$ cat src/rtl/arbiter_n_to_1_pkg.sv
// Shared definitions for the N-to-1 stream arbiter.
//   clog2        : ceiling log2 usable in parameter expressions
//   source_width : width of a channel index (never less than 1 bit)
//   lock_state_e : packet-lock state of the grant logic
package arbiter_n_to_1_pkg;

  function automatic int clog2(input int value);
    int result;
    result = 0;
    for (int i = 0; i < 31; i++) begin
      if ((1 << i) < value) result = i + 1;
    end
    return result;
  endfunction

  function automatic int source_width(input int num_inputs);
    return (num_inputs > 1) ? clog2(num_inputs) : 1;
  endfunction

  typedef enum logic {
    ARB_FREE   = 1'b0,
    ARB_LOCKED = 1'b1
  } lock_state_e;

endpackage

$ cat src/rtl/arbiter_n_to_1_skid_register.sv
// skid_register: registered valid/ready stage with one skid entry.
// The upstream ready depends only on local state (skid empty), never on
// out_ready, so it cuts the ready timing path while still moving one word
// per cycle.
//   clock, reset_n : clock, asynchronous active-low reset
//   in_data/in_valid/in_ready    : upstream stream
//   out_data/out_valid/out_ready : downstream stream (registered)
module skid_register #(
  parameter int WIDTH = 8
) (
  input  logic             clock,
  input  logic             reset_n,
  input  logic [WIDTH-1:0] in_data,
  input  logic             in_valid,
  output logic             in_ready,
  output logic [WIDTH-1:0] out_data,
  output logic             out_valid,
  input  logic             out_ready
);

  logic [WIDTH-1:0] skid_data;
  logic             skid_valid;
  logic             push;

  assign in_ready = !skid_valid;
  assign push     = in_valid && in_ready;

  // NOTE: state registers use non-blocking assignments so every flop samples
  // the values from before the edge, independent of statement order.
  always_ff @(posedge clock or negedge reset_n) begin
    if (!reset_n) begin
      out_data   <= '0;
      out_valid  <= 1'b0;
      skid_valid <= 1'b0;
    end else begin
      if (skid_valid && out_ready) begin
        // The older skid word goes first; push is impossible while skid is full.
        out_data   <= skid_data;
        out_valid  <= 1'b1;
        skid_valid <= 1'b0;
      end else if (push && (!out_valid || out_ready)) begin
        out_data  <= in_data;
        out_valid <= 1'b1;
      end else if (push) begin
        // Output is stalled: park the new word, output holds.
        skid_valid <= 1'b1;
      end else if (out_ready) begin
        out_valid <= 1'b0;
      end
    end
  end

  // NOTE: the skid payload is qualified by skid_valid, so it carries no reset;
  // only control state needs a defined value after reset.
  always_ff @(posedge clock) begin
    if (push && out_valid && !out_ready) skid_data <= in_data;
  end

endmodule

$ cat src/rtl/arbiter_n_to_1.sv
// arbiter_n_to_1: N-input valid/ready stream arbiter feeding one registered
// output. Rotating or fixed priority, optional packet lock that keeps the
// grant on one channel until its in_last beat is accepted.
//   clock, reset_n : clock, asynchronous active-low reset
//   in_data   : channel i payload at [i*DATA_WIDTH +: DATA_WIDTH]
//   in_last   : per-channel end-of-packet flag
//   in_valid  : per-channel valid
//   in_ready  : per-channel ready, at most one bit set
//   out_data, out_last, out_source, out_valid : registered output beat
//   out_ready : sink ready
module arbiter_n_to_1
  import arbiter_n_to_1_pkg::*;
#(
  parameter int  NUM_INPUTS   = 4,
  parameter int  DATA_WIDTH   = 8,
  parameter int  ROUND_ROBIN  = 1,
  parameter int  PACKET_LOCK  = 0,
  localparam int SOURCE_WIDTH = source_width(NUM_INPUTS)
) (
  input  logic                           clock,
  input  logic                           reset_n,
  input  logic [NUM_INPUTS*DATA_WIDTH-1:0] in_data,
  input  logic [NUM_INPUTS-1:0]          in_last,
  input  logic [NUM_INPUTS-1:0]          in_valid,
  output logic [NUM_INPUTS-1:0]          in_ready,
  output logic [DATA_WIDTH-1:0]          out_data,
  output logic                           out_last,
  output logic [SOURCE_WIDTH-1:0]        out_source,
  output logic                           out_valid,
  input  logic                           out_ready
);

  localparam int BEAT_WIDTH = DATA_WIDTH + 1 + SOURCE_WIDTH;

  lock_state_e              lock_state;
  logic [SOURCE_WIDTH-1:0]  lock_index;
  logic [SOURCE_WIDTH-1:0]  pointer;
  logic [SOURCE_WIDTH-1:0]  next_pointer;
  logic [SOURCE_WIDTH-1:0]  scan_index;
  logic [SOURCE_WIDTH-1:0]  grant_index;
  logic [NUM_INPUTS-1:0]    grant;
  logic                     grant_found;
  logic                     accept_enable;
  logic                     can_accept;
  logic                     accept;
  logic [DATA_WIDTH-1:0]    accept_data;
  logic                     accept_last;
  logic [BEAT_WIDTH-1:0]    beat_in;
  logic [BEAT_WIDTH-1:0]    beat_out;

  // Grant: the locked channel if it is valid, otherwise the first valid
  // channel scanning up from the pointer (rotating) or from 0 (fixed).
  // NOTE: every variable gets a default at the top of the combinational block
  // so no path leaves it unassigned and no latch is inferred.
  always_comb begin
    grant       = '0;
    grant_index = '0;
    grant_found = 1'b0;
    scan_index  = '0;
    if (PACKET_LOCK != 0 && lock_state == ARB_LOCKED) begin
      if (in_valid[lock_index]) begin
        grant[lock_index] = 1'b1;
        grant_index       = lock_index;
        grant_found       = 1'b1;
      end
    end else begin
      for (int k = 0; k < NUM_INPUTS; k++) begin
        scan_index = (ROUND_ROBIN != 0) ? SOURCE_WIDTH'((int'(pointer) + k) % NUM_INPUTS)
                                        : SOURCE_WIDTH'(k);
        if (!grant_found && in_valid[scan_index]) begin
          grant[scan_index] = 1'b1;
          grant_index       = scan_index;
          grant_found       = 1'b1;
        end
      end
    end
  end

  // Payload of the granted channel (grant is one-hot or zero).
  always_comb begin
    accept_data = '0;
    accept_last = 1'b0;
    for (int i = 0; i < NUM_INPUTS; i++) begin
      if (grant[i]) begin
        accept_data = in_data[i*DATA_WIDTH +: DATA_WIDTH];
        accept_last = in_last[i];
      end
    end
  end

  // accept_enable keeps in_ready low during reset and on the first edge after
  // release; can_accept comes from the skid stage and ignores out_ready.
  assign in_ready     = (accept_enable && can_accept) ? grant : '0;
  assign accept       = accept_enable && can_accept && grant_found;
  assign next_pointer = (grant_index == SOURCE_WIDTH'(NUM_INPUTS - 1)) ? '0
                                                                       : grant_index + 1'b1;

  always_ff @(posedge clock or negedge reset_n) begin
    if (!reset_n) begin
      accept_enable <= 1'b0;
      pointer       <= '0;
      lock_state    <= ARB_FREE;
      lock_index    <= '0;
    end else begin
      accept_enable <= 1'b1;
      if (accept) begin
        // With packet lock the rotation only advances once a packet completes.
        if (ROUND_ROBIN != 0 && (PACKET_LOCK == 0 || accept_last)) begin
          pointer <= next_pointer;
        end
        if (PACKET_LOCK != 0) begin
          if (accept_last) begin
            lock_state <= ARB_FREE;
          end else begin
            lock_state <= ARB_LOCKED;
            lock_index <= grant_index;
          end
        end
      end
    end
  end

  assign beat_in = {accept_last, grant_index, accept_data};

  skid_register #(
    .WIDTH(BEAT_WIDTH)
  ) u_skid_register (
    .clock    (clock),
    .reset_n  (reset_n),
    .in_data  (beat_in),
    .in_valid (accept),
    .in_ready (can_accept),
    .out_data (beat_out),
    .out_valid(out_valid),
    .out_ready(out_ready)
  );

  assign {out_last, out_source, out_data} = beat_out;

endmodule

$ cat config.mk
export PLATFORM = sky130hd
export DESIGN_NAME = arbiter_n_to_1
export DESIGN_NICKNAME = d
export VERILOG_FILES = /design/src/rtl/arbiter_n_to_1_pkg.sv /design/src/rtl/arbiter_n_to_1_skid_register.sv /design/src/rtl/arbiter_n_to_1.sv
export SDC_FILE = /design/constraint.sdc
export NUM_CORES = 1
export LEC_CHECK = 0
export ABC_CLOCK_PERIOD_IN_PS = 3200
export BUFFER_PORTS_ARGS = -buffer_cell sky130_fd_sc_hd__buf_4
export CORE_MARGIN = 2
export CORE_UTILIZATION = 35
export CTS_CLUSTER_SIZE = 10
export DETAILED_ROUTE_END_ITERATION = 10
export SYNTH_ARGS = -nofsm -noshare
export SYNTH_HDL_FRONTEND = slang
export SYNTH_SLANG_ARGS = --single-unit
$ cat constraint.sdc
create_clock -name clock -period 3.2 [get_ports clock]
set_input_delay 0.16 -clock clock [delete_from_list [all_inputs] [get_ports clock]]
set_output_delay 0.16 -clock clock [all_outputs]
set_load 0.01 [all_outputs]
==> Implementation_results.wiki, run 1 <==
{| class="wikitable"
! Metric !! Value
|-
| Total Negative Setup Slacks || 0 ns
|-
| Area added between synthesis and finish || 21.9%
|-
| Result of the run || finished, final reports clean
|-
| Vias in the first global route || ~1900
|-
| Data required time of the critical path || roughly 3.2 ns
|-
| Final setup violating endpoints || 0
|-
| Post-placement setup slack || around 0.23 ns
|-
| Sequential-to-total area share from yosys stat || 0.325
|-
| Avg Synthesized Cell Area || slightly above 9 um^2
|-
| Buffer cell driving the clock tree root || sky130_fd_sc_hd__clkbuf_8
|-
| Post-route core utilization || 0.437
|-
| Fraction of power spent switching nets || 0.462
|-
| Combinational fraction of design power || 0.697
|-
| Total overflow reported by the global router || 0
|-
| Routed WL || about 6100 um
|-
| Initial core utilization || 0.358
|-
| Placeable Area || approximately 0.0063 mm^2
|-
| VDD IR-drop max || ~0.37 mV
|-
| CTS tree || built
|-
| Switching component of the power || approximately 0.0012 W
|-
| Commonest register cell after synthesis || sky130_fd_sc_hd__dfrtp_1
|-
| Fin worst setup slack || 0.254 ns
|-
| Clock Sinks || 27
|-
| Minimum hold slack || roughly 0.12 ns
|-
| Arrival time of data at the critical path endpoint || approximately 3.0 ns
|-
| Top-count cell post-synth || sky130_fd_sc_hd__nand2_1
|-
| HPWL after detailed placement || between 4000 and 5000 um
|-
| Maximum number of pins on one net before global-route repair || 21
|-
| Most area-hungry cell type in the Yosys netlist || sky130_fd_sc_hd__dfrtp_1
|-
| Commonest cells in the synthesized netlist || sky130_fd_sc_hd__nand2_1, sky130_fd_sc_hd__o31ai_1, sky130_fd_sc_hd__a21oi_1
|-
| Category of the worst setup path capture point || register
|-
| Chip height || 84.2 um
|-
| Share of post-route cells with drive strength above 1 || 0.301
|-
| Max-cap check violation count || 0
|-
| Total track usage || 0.172
|-
| Buffers from clock root to sink, at most || 2
|-
| Initial antenna violation count || 0
|-
| TritonCTS buffer count || 3
|-
| Worst Setup Path Type || register to register
|-
| Time the worst path needs with I/O delays and setup || approximately 2.9 ns
|-
| Number of warnings issued by yosys || 0
|-
| Number of distinct library cells after synthesis || 46
|-
| Insertion delay to the later sink of the worst-skew pair || 0.27 ns
|-
| Count of standard-cell rows || 29
|-
| Final weighted congestion in routability-driven placement || approximately 0.84
|-
| Sequential cell fraction of total power || 0.227
|-
| Cell area after synthesis || approximately 0.0022 mm^2
|-
| Count of antenna-violating nets left after detailed routing || 0
|-
| Per-cell routed wire length || 16.6 um
|-
| Via count || between 2000 and 2500
|-
| DR pass1 iterations || 4
|-
| Die Area || 0.00708 mm^2
|-
| Number of I/O pins || 59
|-
| EDFF count, synth || 11
|-
| CTS H-tree depth || 1
|-
| Number of pins exceeding their max-slew limit in the final report || 0
|-
| Overall power after layout || approximately 0.0025 W
|-
| Fraction of registers with async set or reset after synthesis || 0.593
|-
| Setup repair after global routing missed its margin || no
|-
| Post-Syn Instances || about 250
|-
| Vias per inst || around 5.6
|-
| Portion of synthesized cell area occupied by the leading cell type || 0.178
|-
| # DRC || 0
|-
| Worst hold-check path type || primary input to register
|-
| Number of cells on the worst hold path || 3
|-
| Number of DRC markers after the initial detailed-route iteration || about 140
|-
| Cell-internal power || 0.00137 W
|-
| Maximum frequency from static timing analysis || between 300 and 400 MHz
|-
| Power density over the cells || a little over 900 mW/mm^2
|-
| Top cells by area in the synthesized netlist || sky130_fd_sc_hd__dfrtp_1, sky130_fd_sc_hd__edfxtp_1, sky130_fd_sc_hd__a221oi_2, sky130_fd_sc_hd__o31ai_1, sky130_fd_sc_hd__nand2_1
|-
| Chip Width || approximately 84 um
|-
| Worst setup skew after layout || approximately 0.0082 ns
|-
| Clock Pin Slew Worst Setup and Hold Paths || about 0.090 ns
|-
| Buffers on Ports || 58
|-
| Number of nets in the layout || approximately 340
|-
| Transition time at the pin with the least slew margin || roughly 0.54 ns
|-
| Final period utilization || 0.921
|-
| Critical Path Fanout Max || 10
|-
| Fin. Hold Viols || 0
|-
| Leak Pwr || roughly 1.1 nW
|-
| Syn_nets || between 200 and 300
|-
| Depth of the worst register-to-register path || 8
|-
| Share of total power in the clock network || 0.076
|-
| Type of element launching the critical path || register
|-
| First-pass GRT wire length || just under 10000 um
|-
| Number of synthesized register bits || 27
|-
| Worst slew slack as a fraction of its limit || 0.643
|-
| Diodes inserted || 0
|}
placed cells by master (no fill, tap or decap), drive strengths merged, types with 7 or more instances in the layout:
cell / n
dfrtp: 16
nor2: 15
nand3: 12
buf: 66
o31ai: 19
a221oi: 10
nand2b: 7
nand2: 27
edfxtp: 11
a211oi: 10
ha: 8
a21oi: 18
inv: 12
a31oi: 9
metrics by stage:
stage / instances / area, um^2
final: 369 / 2740
after global routing: 369 / 2740
after global placement: 364 / 2680
after CTS: 369 / 2730
after floorplan: 245 / 2250
after detailed placement: 364 / 2680
critical path, cell delays in order, from the launching register on:
cell and delay [ns]:
sky130_fd_sc_hd__dfrtp_1 0.35, sky130_fd_sc_hd__inv_1 0.11, sky130_fd_sc_hd__ha_1 0.53, sky130_fd_sc_hd__mux2i_1 0.16, sky130_fd_sc_hd__mux2_2 0.29, sky130_fd_sc_hd__a211o_1 0.38
sky130_fd_sc_hd__a21o_2 0.34, sky130_fd_sc_hd__a221oi_2 0.41, sky130_fd_sc_hd__o31ai_1 0.12
power groups by stage:
stage | sequential (W) | combinational [W] | clock, W
after global placement | 0.000584 | 0.00171 | 0
after floorplan | 0.000617 | 0.00136 | 0
final | 0.000577 | 0.00177 | 0.000192
after detailed placement | 0.000585 | 0.00174 | 0
after CTS | 0.000578 | 0.00174 | 0.000196
after global routing | 0.000590 | 0.00195 | 0.000209
cell type report:
class / count / area, um^2
well taps: 77 / 96.3
flip-flops and latches: 27 / 731
multi-input cells: 182 / 1320
clock buffers: 4 / 45.0
fillers: 625 / 3530
repair buffers: 67 / 505
inverters: 12 / 45.0
routing by layer:
metal | part of all wire | global-route usage
met2 | 0.48 | 0.270
met4 | 0.012 | 0.0572
met1 | 0.46 | 0.251
met5 | 0 | 0
met3 | 0.049 | 0.0138
timing repair:
item	in CTS	in global routing
hold buffers	1	0
buffers inserted	0	0
resized for setup	0	2
endpoints found under the setup margin	0	2
hold endpoints to repair	16	0
path summary, 6_finish.rpt:
check	slack, ns	end	start
worst min-delay path	0.12	u_skid_register.out_data[3]	in_data[27]
worst max register to register	0.25	u_skid_register.skid_data[6]	pointer[0]
max in group asynchronous	2.71	u_skid_register.out_data[6]	reset_n
min in group asynchronous	0.28	u_skid_register.out_data[10]	reset_n
worst min register to register	0.53	u_skid_register.out_data[9]	u_skid_register.out_data[9]
worst max-delay path	0.25	u_skid_register.skid_data[6]	pointer[0]
cell families (layout without fill, tap and decap cells):
logic type	Yosys count	after routing	synth area share
muxes	9	9	0.0590
buffers and inverters	36	83	0.0940
and+or+nand+nor	81	81	0.178
other	1	1	0.00167
DFF	27	27	0.325
adders and majority gates	8	8	0.0445
AOI/OAI and AO/OA	83	83	0.298
registers in the layout (all words and copies together), names as in the netlist:
| signal | flops |
|---|---|
| u_skid_register.out_valid | 1 |
| u_skid_register.skid_valid | 1 |
| u_skid_register.out_data | 11 |
| pointer | 2 |
| u_skid_register.skid_data | 11 |
| accept_enable | 1 |
Power figures use the tool's default switching activity.
==> run 2: changes to the inputs <==
Settings changed: ABC_AREA from default to 1, CORE_UTILIZATION 35 to 40, PLACE_DENSITY from default to 0.66.
==> run 2 against run 1 <==
  * Clock power grew 5%
  * Critical endpoint is now in_ready[3]
  * Critical path type is now register to output pin
  * First-iteration DRC count decreased by 53%
  * Synthesized area is 5.7% lower
  * Combinational power rose by 27%
  * Largest cell class unchanged
  * Register-to-register slack gained 0.16 ns
  * Clock skew rose by 0.0050 ns
==> Implementation_results.wiki, run 2 <==
{| class="wikitable"
! Metric !! Value
|-
| Type of element launching the critical path || register
|-
| Per-cell routed wire length || between 10 and 15 um
|-
| Result of the run || finished, final reports clean
|-
| Initial core utilization || 0.415
|-
| Vias per inst || approximately 4.7
|-
| CTS H-tree depth || 1
|-
| Category of the worst setup path capture point || output pin
|-
| CP peak stage delay || between 0.4 and 0.5 ns
|-
| HPWL after detailed placement || 3920 um
|-
| Fin. Hold Viols || 0
|-
| Setup repair after global routing missed its margin || no
|-
| Total overflow reported by the global router || 0
|-
| Number of pins exceeding their max-slew limit in the final report || 0
|-
| Worst setup skew after layout || about 0.013 ns
|-
| Placeable Area || 0.00511 mm^2
|-
| Vias in the first global route || about 1800
|-
| Buffers on Ports || 58
|-
| Number of synthesized register bits || 27
|-
| Maximum number of pins on one net before global-route repair || 20
|-
| Critical Path Fanout Max || 19
|-
| Data required time of the critical path || about 3 ns
|-
| VDD IR-drop max || 0.512 mV
|-
| Share of total power in the clock network || 0.065
|-
| Routed WL || 5100 um
|-
| Commonest cells in the synthesized netlist || sky130_fd_sc_hd__nand2_1, sky130_fd_sc_hd__inv_1, sky130_fd_sc_hd__dfrtp_1
|-
| Number of nets in the layout || about 400
|-
| CTS tree || built
|-
| Transition time at the pin with the least slew margin || 0.851 ns
|-
| Share of post-route cells with drive strength above 1 || 0.292
|-
| Via count || a little under 2000
|-
| # DRC || 0
|-
| Cell-internal power || 0.00149 W
|-
| Total track usage || 0.176
|-
| Final weighted congestion in routability-driven placement || between 0.8 and 0.9
|-
| Fraction of registers with async set or reset after synthesis || 0.593
|-
| CP Cell Sequence || inv_1 -> ha_1 -> inv_1 -> nand3_1 -> nand2_2 -> nand3_2 -> nor2_2 -> nand2_1 -> nand3_4 -> nand2_1 -> inv_1 -> buf_4
|-
| Worst slew slack as a fraction of its limit || 0.431
|-
| Power density over the cells || 1170 mW/mm^2
|-
| Initial antenna violation count || 0
|-
| Commonest register cell after synthesis || sky130_fd_sc_hd__dfrtp_1
|-
| Chip height || roughly 77 um
|-
| Count of buffering cells on the critical path with inverters included || 4
|-
| Top-count cell post-synth || sky130_fd_sc_hd__nand2_1
|-
| Buffers from clock root to sink, at most || 2
|-
| Avg Synthesized Cell Area || between 7 and 8 um^2
|-
| Count of standard-cell rows || 26
|-
| Largest registers || u_skid_register.out_data: 11 flops, u_skid_register.skid_data: 11 flops, pointer: 2 flops
|-
| Number of distinct library cells after synthesis || 30
|-
| Cell class contributing the biggest share of worst-path delay || simple AND/OR/NAND/NOR gates
|-
| Clock Sinks || 27
|-
| Worst hold-check path type || primary input to register
|-
| Chip Width || ~77 um
|-
| Post-route core utilization || 0.521
|-
| Combinational fraction of design power || 0.725
|-
| Fraction of power spent switching nets || 0.521
|-
| Final period utilization || 0.874
|-
| Count of antenna-violating nets left after detailed routing || 0
|-
| Number of warnings issued by yosys || 0
|-
| Buffer cell driving the clock tree root || sky130_fd_sc_hd__clkbuf_8
|-
| Portion of synthesized cell area occupied by the leading cell type || 0.214
|-
| Time the worst path needs with I/O delays and setup || approximately 2.8 ns
|-
| Most used cells in the layout excluding fill and tap cells || sky130_fd_sc_hd__nand2_1, sky130_fd_sc_hd__buf_4, sky130_fd_sc_hd__inv_1, sky130_fd_sc_hd__dfrtp_1, sky130_fd_sc_hd__nand3_1
|-
| Diodes inserted || 0
|-
| Commonest non-fill, non-tap cell in the layout || sky130_fd_sc_hd__nand2_1
|-
| Die Area || between 0.005 and 0.006 mm^2
|-
| Area added between synthesis and finish || 25.5%
|-
| Number of I/O pins || 59
|-
| Buffers inserted during post-CTS setup optimization || 0
|-
| Minimum hold slack || 0.147 ns
|-
| TritonCTS buffer count || 3
|-
| EDFF count, synth || 11
|-
| Leak Pwr || between 1 and 1.5 nW
|-
| Total Negative Setup Slacks || 0 ns
|-
| Clock Pin Slew Worst Setup and Hold Paths || 0.11 ns
|-
| Arrival time of data at the critical path endpoint || approximately 2.6 ns
|-
| Switching component of the power || ~0.0016 W
|-
| Cell type with the highest occurrence count on the critical path || sky130_fd_sc_hd__inv_1
|-
| Final setup violating endpoints || 0
|-
| Max-cap check violation count || 0
|-
| Number of DRC markers after the initial detailed-route iteration || 67
|-
| Top cells by area in the synthesized netlist || sky130_fd_sc_hd__nand2_1, sky130_fd_sc_hd__dfrtp_1, sky130_fd_sc_hd__edfxtp_1, sky130_fd_sc_hd__inv_1, sky130_fd_sc_hd__ha_1
|-
| DR pass1 iterations || 4
|-
| Sequential-to-total area share from yosys stat || 0.345
|-
| Sequential cell fraction of total power || 0.210
|-
| Worst Setup Path Type || register to output pin
|-
| Insertion delay to the later sink of the worst-skew pair || between 0.2 and 0.3 ns
|-
| First-pass GRT wire length || ~8500 um
|-
| Cell area after synthesis || 0.00212 mm^2
|-
| Post-Syn Instances || 290
|-
| Syn_nets || approximately 340
|-
| Maximum frequency from static timing analysis || between 300 and 400 MHz
|-
| Most area-hungry cell type in the Yosys netlist || sky130_fd_sc_hd__nand2_1
|-
| Worst-path cell with the longest stage delay || sky130_fd_sc_hd__dfrtp_1
|-
| Number of instances resized during post-cts repair || 0
|}
==> run 2: changes by cell type in the layout (fill, tap and decap cells not counted), sizes merged, moves of 7 or more <==
cell    change
a221oi     -10
o31ai      -17
a211oi     -10
nor2        -7
buf         -7
nand2     +104
nand2b      -7
nand3      +10
a31oi       -9
inv        +34
a21boi     +12
==> run 2: logic make-up (layout without fill, tap and decap cells) <==
logic type | Yosys count | in the layout | share of synthesized area
adders and majority gates | 8 | 8 | 0.0472
other | 1 | 1 | 0.00177
AOI/OAI and AO/OA | 38 | 38 | 0.152
buffers and inverters | 52 | 111 | 0.106
DFF | 27 | 27 | 0.345
and+or+nand+nor | 164 | 164 | 0.348
==> run 2: metal layers <==
metal | GRT usage | wire [um]
met2 | 0.297 | 2380
met1 | 0.242 | 2390
met4 | 0.0473 | 70
met3 | 0.0129 | 253
met5 | 0 | 0
==> run 2: power groups by stage <==
stage	registers, W	clock network, W	logic [W]
detailed placement	0.000660	0	0.00225
global route	0.000670	0.000221	0.00255
global placement	0.000658	0	0.00223
CTS	0.000651	0.000204	0.00226
floorplan	0.000694	0	0.00170
finish	0.000651	0.000202	0.00225
==> run 2: path summary, 6_finish.rpt <==
path                       slack, ns                    startpoint  depth (start not counted)                           to
setup reg to reg                0.41                    pointer[1]                         11                   pointer[1]
hold / removal                  0.15                     out_ready                          4   u_skid_register.skid_valid
min in group asynchronous       0.29                       reset_n                          2                   pointer[0]
max in group asynchronous       2.70                       reset_n                          2  u_skid_register.out_data[7]
setup / recovery                0.40                    pointer[1]                         12                  in_ready[3]
hold reg to reg                 0.47  u_skid_register.skid_data[9]                          2  u_skid_register.out_data[9]
==> run 2: tightest hold or removal path: cells and delay by family <==
| family | cells | cell delay [ns] |
|---|---|---|
| compound gates | 1 | 0.06 |
| buf+inv | 2 | 0.12 |
| simple gates | 1 | 0.05 |
==> run 2: final cells by class <==
| type | count | area [um^2] |
|---|---|---|
| repair buffers | 60 | 453 |
| clock inverters | 1 | 7.51 |
| well taps | 70 | 87.6 |
| flip-flops and latches | 27 | 731 |
| inverters | 47 | 176 |
| clock buffers | 3 | 41.3 |
| multi-input cells | 211 | 1160 |
| fillers | 501 | 2450 |
==> run 2: per-stage QoR <==
| stage | total power (W) | std cells | setup slack [ns] | cell area (um^2) |
|---|---|---|---|---|
| 2_1_floorplan | 0.00239 | 290 | 0.818 | 2120 |
| 4_1_cts | 0.00312 | 419 | 0.428 | 2660 |
| 3_5_place_dp | 0.00291 | 414 | 0.473 | 2600 |
| 5_1_grt | 0.00344 | 419 | 0.163 | 2660 |
| 6_report | 0.00311 | 419 | 0.403 | 2660 |
| 3_3_place_gp | 0.00289 | 414 | 0.521 | 2600 |
==> run 2: what timing repair did <==
item,4_1_cts,5_1_grt
endpoints found under the hold margin,16,0
setup endpoints to repair,0,0
hold buffers,1,0
==> run 3: changes to the inputs <==
Settings changed: ABC_AREA 1 to default.
==> run 3 against run 2 <==
  * Maximum frequency is 6.1% lower
  * Die area is 5.8% higher
  * Design area is 2.8% higher
  * Hold slack worse by 0.024 ns
  * Clock power is 4% lower
  * Register-to-register slack worse by 0.12 ns
  * Critical path type unchanged
  * Critical endpoint unchanged
  * Largest cell class unchanged
  * Largest power group unchanged
  * Highest routed layer unchanged
==> Implementation_results.wiki, run 3 (synthesized netlist as in run 1, its figures left out) <==
{| class="wikitable"
! Metric !! Value
|-
| Buffers on Ports || 58
|-
| Cell-internal power || roughly 0.0014 W
|-
| Max-cap check violation count || 0
|-
| Number of filler cells placed in the layout || a little over 500
|-
| Vias per inst || 5.74
|-
| Area post-placement || around 0.0027 mm^2
|-
| Placeable Area || around 0.0055 mm^2
|-
| Worst slew slack as a fraction of its limit || 0.595
|-
| Leak Pwr || 1.15 nW
|-
| Number of nets in the layout || roughly 340
|-
| Most used cells in the layout excluding fill and tap cells || sky130_fd_sc_hd__buf_4, sky130_fd_sc_hd__nand2_1, sky130_fd_sc_hd__o31ai_1, sky130_fd_sc_hd__a21oi_1, sky130_fd_sc_hd__dfrtp_1
|-
| Buffer cell driving the clock tree root || sky130_fd_sc_hd__clkbuf_8
|-
| TritonCTS buffer count || 3
|-
| Setup repair after global routing missed its margin || no
|-
| HPWL after detailed placement || 4580 um
|-
| Sequential cell fraction of total power || 0.226
|-
| Time the worst path needs with I/O delays and setup || roughly 3.0 ns
|-
| Maximum frequency from static timing analysis || between 300 and 400 MHz
|-
| Category of the worst setup path capture point || output pin
|-
| Fraction of power spent switching nets || 0.462
|-
| Critical Path Fanout Max || 20
|-
| Minimum hold slack || approximately 0.12 ns
|-
| Combinational fraction of design power || 0.698
|-
| Type of element launching the critical path || register
|-
| Buffers from clock root to sink, at most || 2
|-
| Cell type with the highest occurrence count on the critical path || sky130_fd_sc_hd__buf_4
|-
| Power density over the cells || approximately 930 mW/mm^2
|-
| Diodes inserted || 0
|-
| Design Area, Final || 0.00274 mm^2
|-
| Switching component of the power || approximately 0.0012 W
|-
| Initial antenna violation count || 0
|-
| Worst Setup Path Type || register to output pin
|-
| Final period utilization || 0.931
|-
| Clock Pin Slew Worst Setup and Hold Paths || approximately 0.090 ns
|-
| Clock Sinks || 27
|-
| Number of DRC markers after the initial detailed-route iteration || 165
|-
| CP peak stage delay || 0.48 ns
|-
| Routed WL || between 6000 and 7000 um
|-
| Worst hold-check path type || primary input to register
|-
| Transition time at the pin with the least slew margin || about 0.61 ns
|-
| Share of post-route cells with drive strength above 1 || 0.301
|-
| Die Area || between 0.006 and 0.007 mm^2
|-
| Fin worst setup slack || 0.220 ns
|-
| Commonest non-fill, non-tap cell in the layout || sky130_fd_sc_hd__buf_4
|-
| Cell class contributing the biggest share of worst-path delay || simple AND/OR/NAND/NOR gates
|-
| CTS H-tree depth || 1
|-
| Buffers inserted during post-CTS setup optimization || 0
|-
| # DRC || 0
|-
| Final weighted congestion in routability-driven placement || 0.885
|-
| Chip Width || between 70 and 80 um
|-
| Count of antenna-violating nets left after detailed routing || 0
|-
| Post-placement setup slack || 0.267 ns
|-
| Count of standard-cell rows || 27
|-
| Final setup violating endpoints || 0
|-
| Count of buffering cells on the critical path with inverters included || 2
|-
| CTS tree || built
|-
| Total overflow reported by the global router || 0
|-
| Worst setup skew after layout || around 0.0075 ns
|-
| Via count || ~2100
|-
| VDD IR-drop max || 0.624 mV
|-
| DR pass1 iterations || 4
|-
| Total track usage || 0.198
|-
| Largest registers || u_skid_register.out_data: 11 flops, u_skid_register.skid_data: 11 flops, pointer: 2 flops
|-
| Number of pins exceeding their max-slew limit in the final report || 0
|-
| Chip height || 79.0 um
|-
| Per-cell routed wire length || 17.0 um
|-
| Worst-path cell with the longest stage delay || sky130_fd_sc_hd__a2111oi_2
|-
| Fin. Hold Viols || 0
|-
| Result of the run || finished, final reports clean
|-
| Insertion delay to the later sink of the worst-skew pair || ~0.27 ns
|-
| Number of I/O pins || 59
|-
| Share of total power in the clock network || 0.076
|-
| Arrival time of data at the critical path endpoint || approximately 2.8 ns
|-
| First-pass GRT wire length || just under 10000 um
|-
| Total Negative Setup Slacks || 0 ns
|-
| Area added between synthesis and finish || 21.6%
|-
| Vias in the first global route || around 1900
|-
| Initial core utilization || 0.411
|-
| Maximum number of pins on one net before global-route repair || 21
|-
| CP Cell Sequence || buf_4 -> or3b_1 -> a2111oi_2 -> or2_1 -> a221o_2 -> nor2b_1 -> buf_4
|-
| Data required time of the critical path || between 3 and 4 ns
|}
-- run 3: cell count changes in the layout (fill, tap and decap cells not counted), sizes merged, moves of 9 or more --
| cell | delta |
|---|---|
| nand3 | -10 |
| a31oi | +9 |
| a21boi | -12 |
| a211oi | +10 |
| a221oi | +10 |
| inv | -34 |
| nand2 | -104 |
| o31ai | +17 |
-- run 3: power by group through the flow --
| stage | Sequential, W | Combinational (W) | Clock (W) |
|---|---|---|---|
| after detailed placement | 0.000585 | 0.00175 | 0 |
| final | 0.000576 | 0.00178 | 0.000193 |
| after floorplan | 0.000617 | 0.00136 | 0 |
| after global routing | 0.000584 | 0.00195 | 0.000214 |
| after CTS | 0.000576 | 0.00176 | 0.000203 |
| after global placement | 0.000581 | 0.00172 | 0 |
-- run 3: timing repair --
action,in CTS,in global routing
hold buffers,1,0
resized for setup,0,2
hold endpoints to repair,16,0
endpoints found under the setup margin,0,2
-- run 3: worst paths after layout --
path,cells after the start,startpoint,to,slack (ns)
worst max-delay path,7,pointer[0],in_ready[3],0.22
worst min-delay path,3,in_last[3],u_skid_register.out_data[10],0.12
worst max register to register,8,pointer[0],u_skid_register.skid_data[1],0.29
worst min register to register,1,u_skid_register.out_data[8],u_skid_register.out_data[8],0.52
max in group asynchronous,2,reset_n,u_skid_register.out_valid,2.71
min in group asynchronous,2,reset_n,u_skid_register.out_data[10],0.29
-- run 3: layer usage --
metal / GRT usage / up-vias / share of wire
met3: 0.0205 / 6 / 0.067
met4: 0.0517 / 0 / 0.012
met1: 0.294 / 988 / 0.46
met2: 0.307 / 83 / 0.46
met5: 0 / - / 0
li1: - / 1013 / -
-- run 3: worst min-delay path, cell delays in order --
cell and delay, ns:
sky130_fd_sc_hd__buf_4 0.09, sky130_fd_sc_hd__a31oi_1 0.06, sky130_fd_sc_hd__o31ai_1 0.06
-- run 3: metrics by stage --
stage | instances | utilization | total power [W]
6_report | 364 | 0.500 | 0.00255
5_1_grt | 364 | 0.500 | 0.00274
4_1_cts | 364 | 0.498 | 0.00254
3_5_place_dp | 359 | 0.488 | 0.00233
3_3_place_gp | 359 | 0.488 | 0.00230
2_1_floorplan | 245 | - | 0.00198
-- run 3: layout make-up --
| cell class | instances | area [um^2] | area share |
|---|---|---|---|
| inverter | 12 | 45.0 | 0.0165 |
| timing repair buffer | 67 | 505 | 0.185 |
| multi-input combinational | 182 | 1320 | 0.482 |
| clock buffer | 4 | 45.0 | 0.0165 |
| tap | 72 | 90.1 | 0.0329 |
| sequential | 27 | 731 | 0.267 |
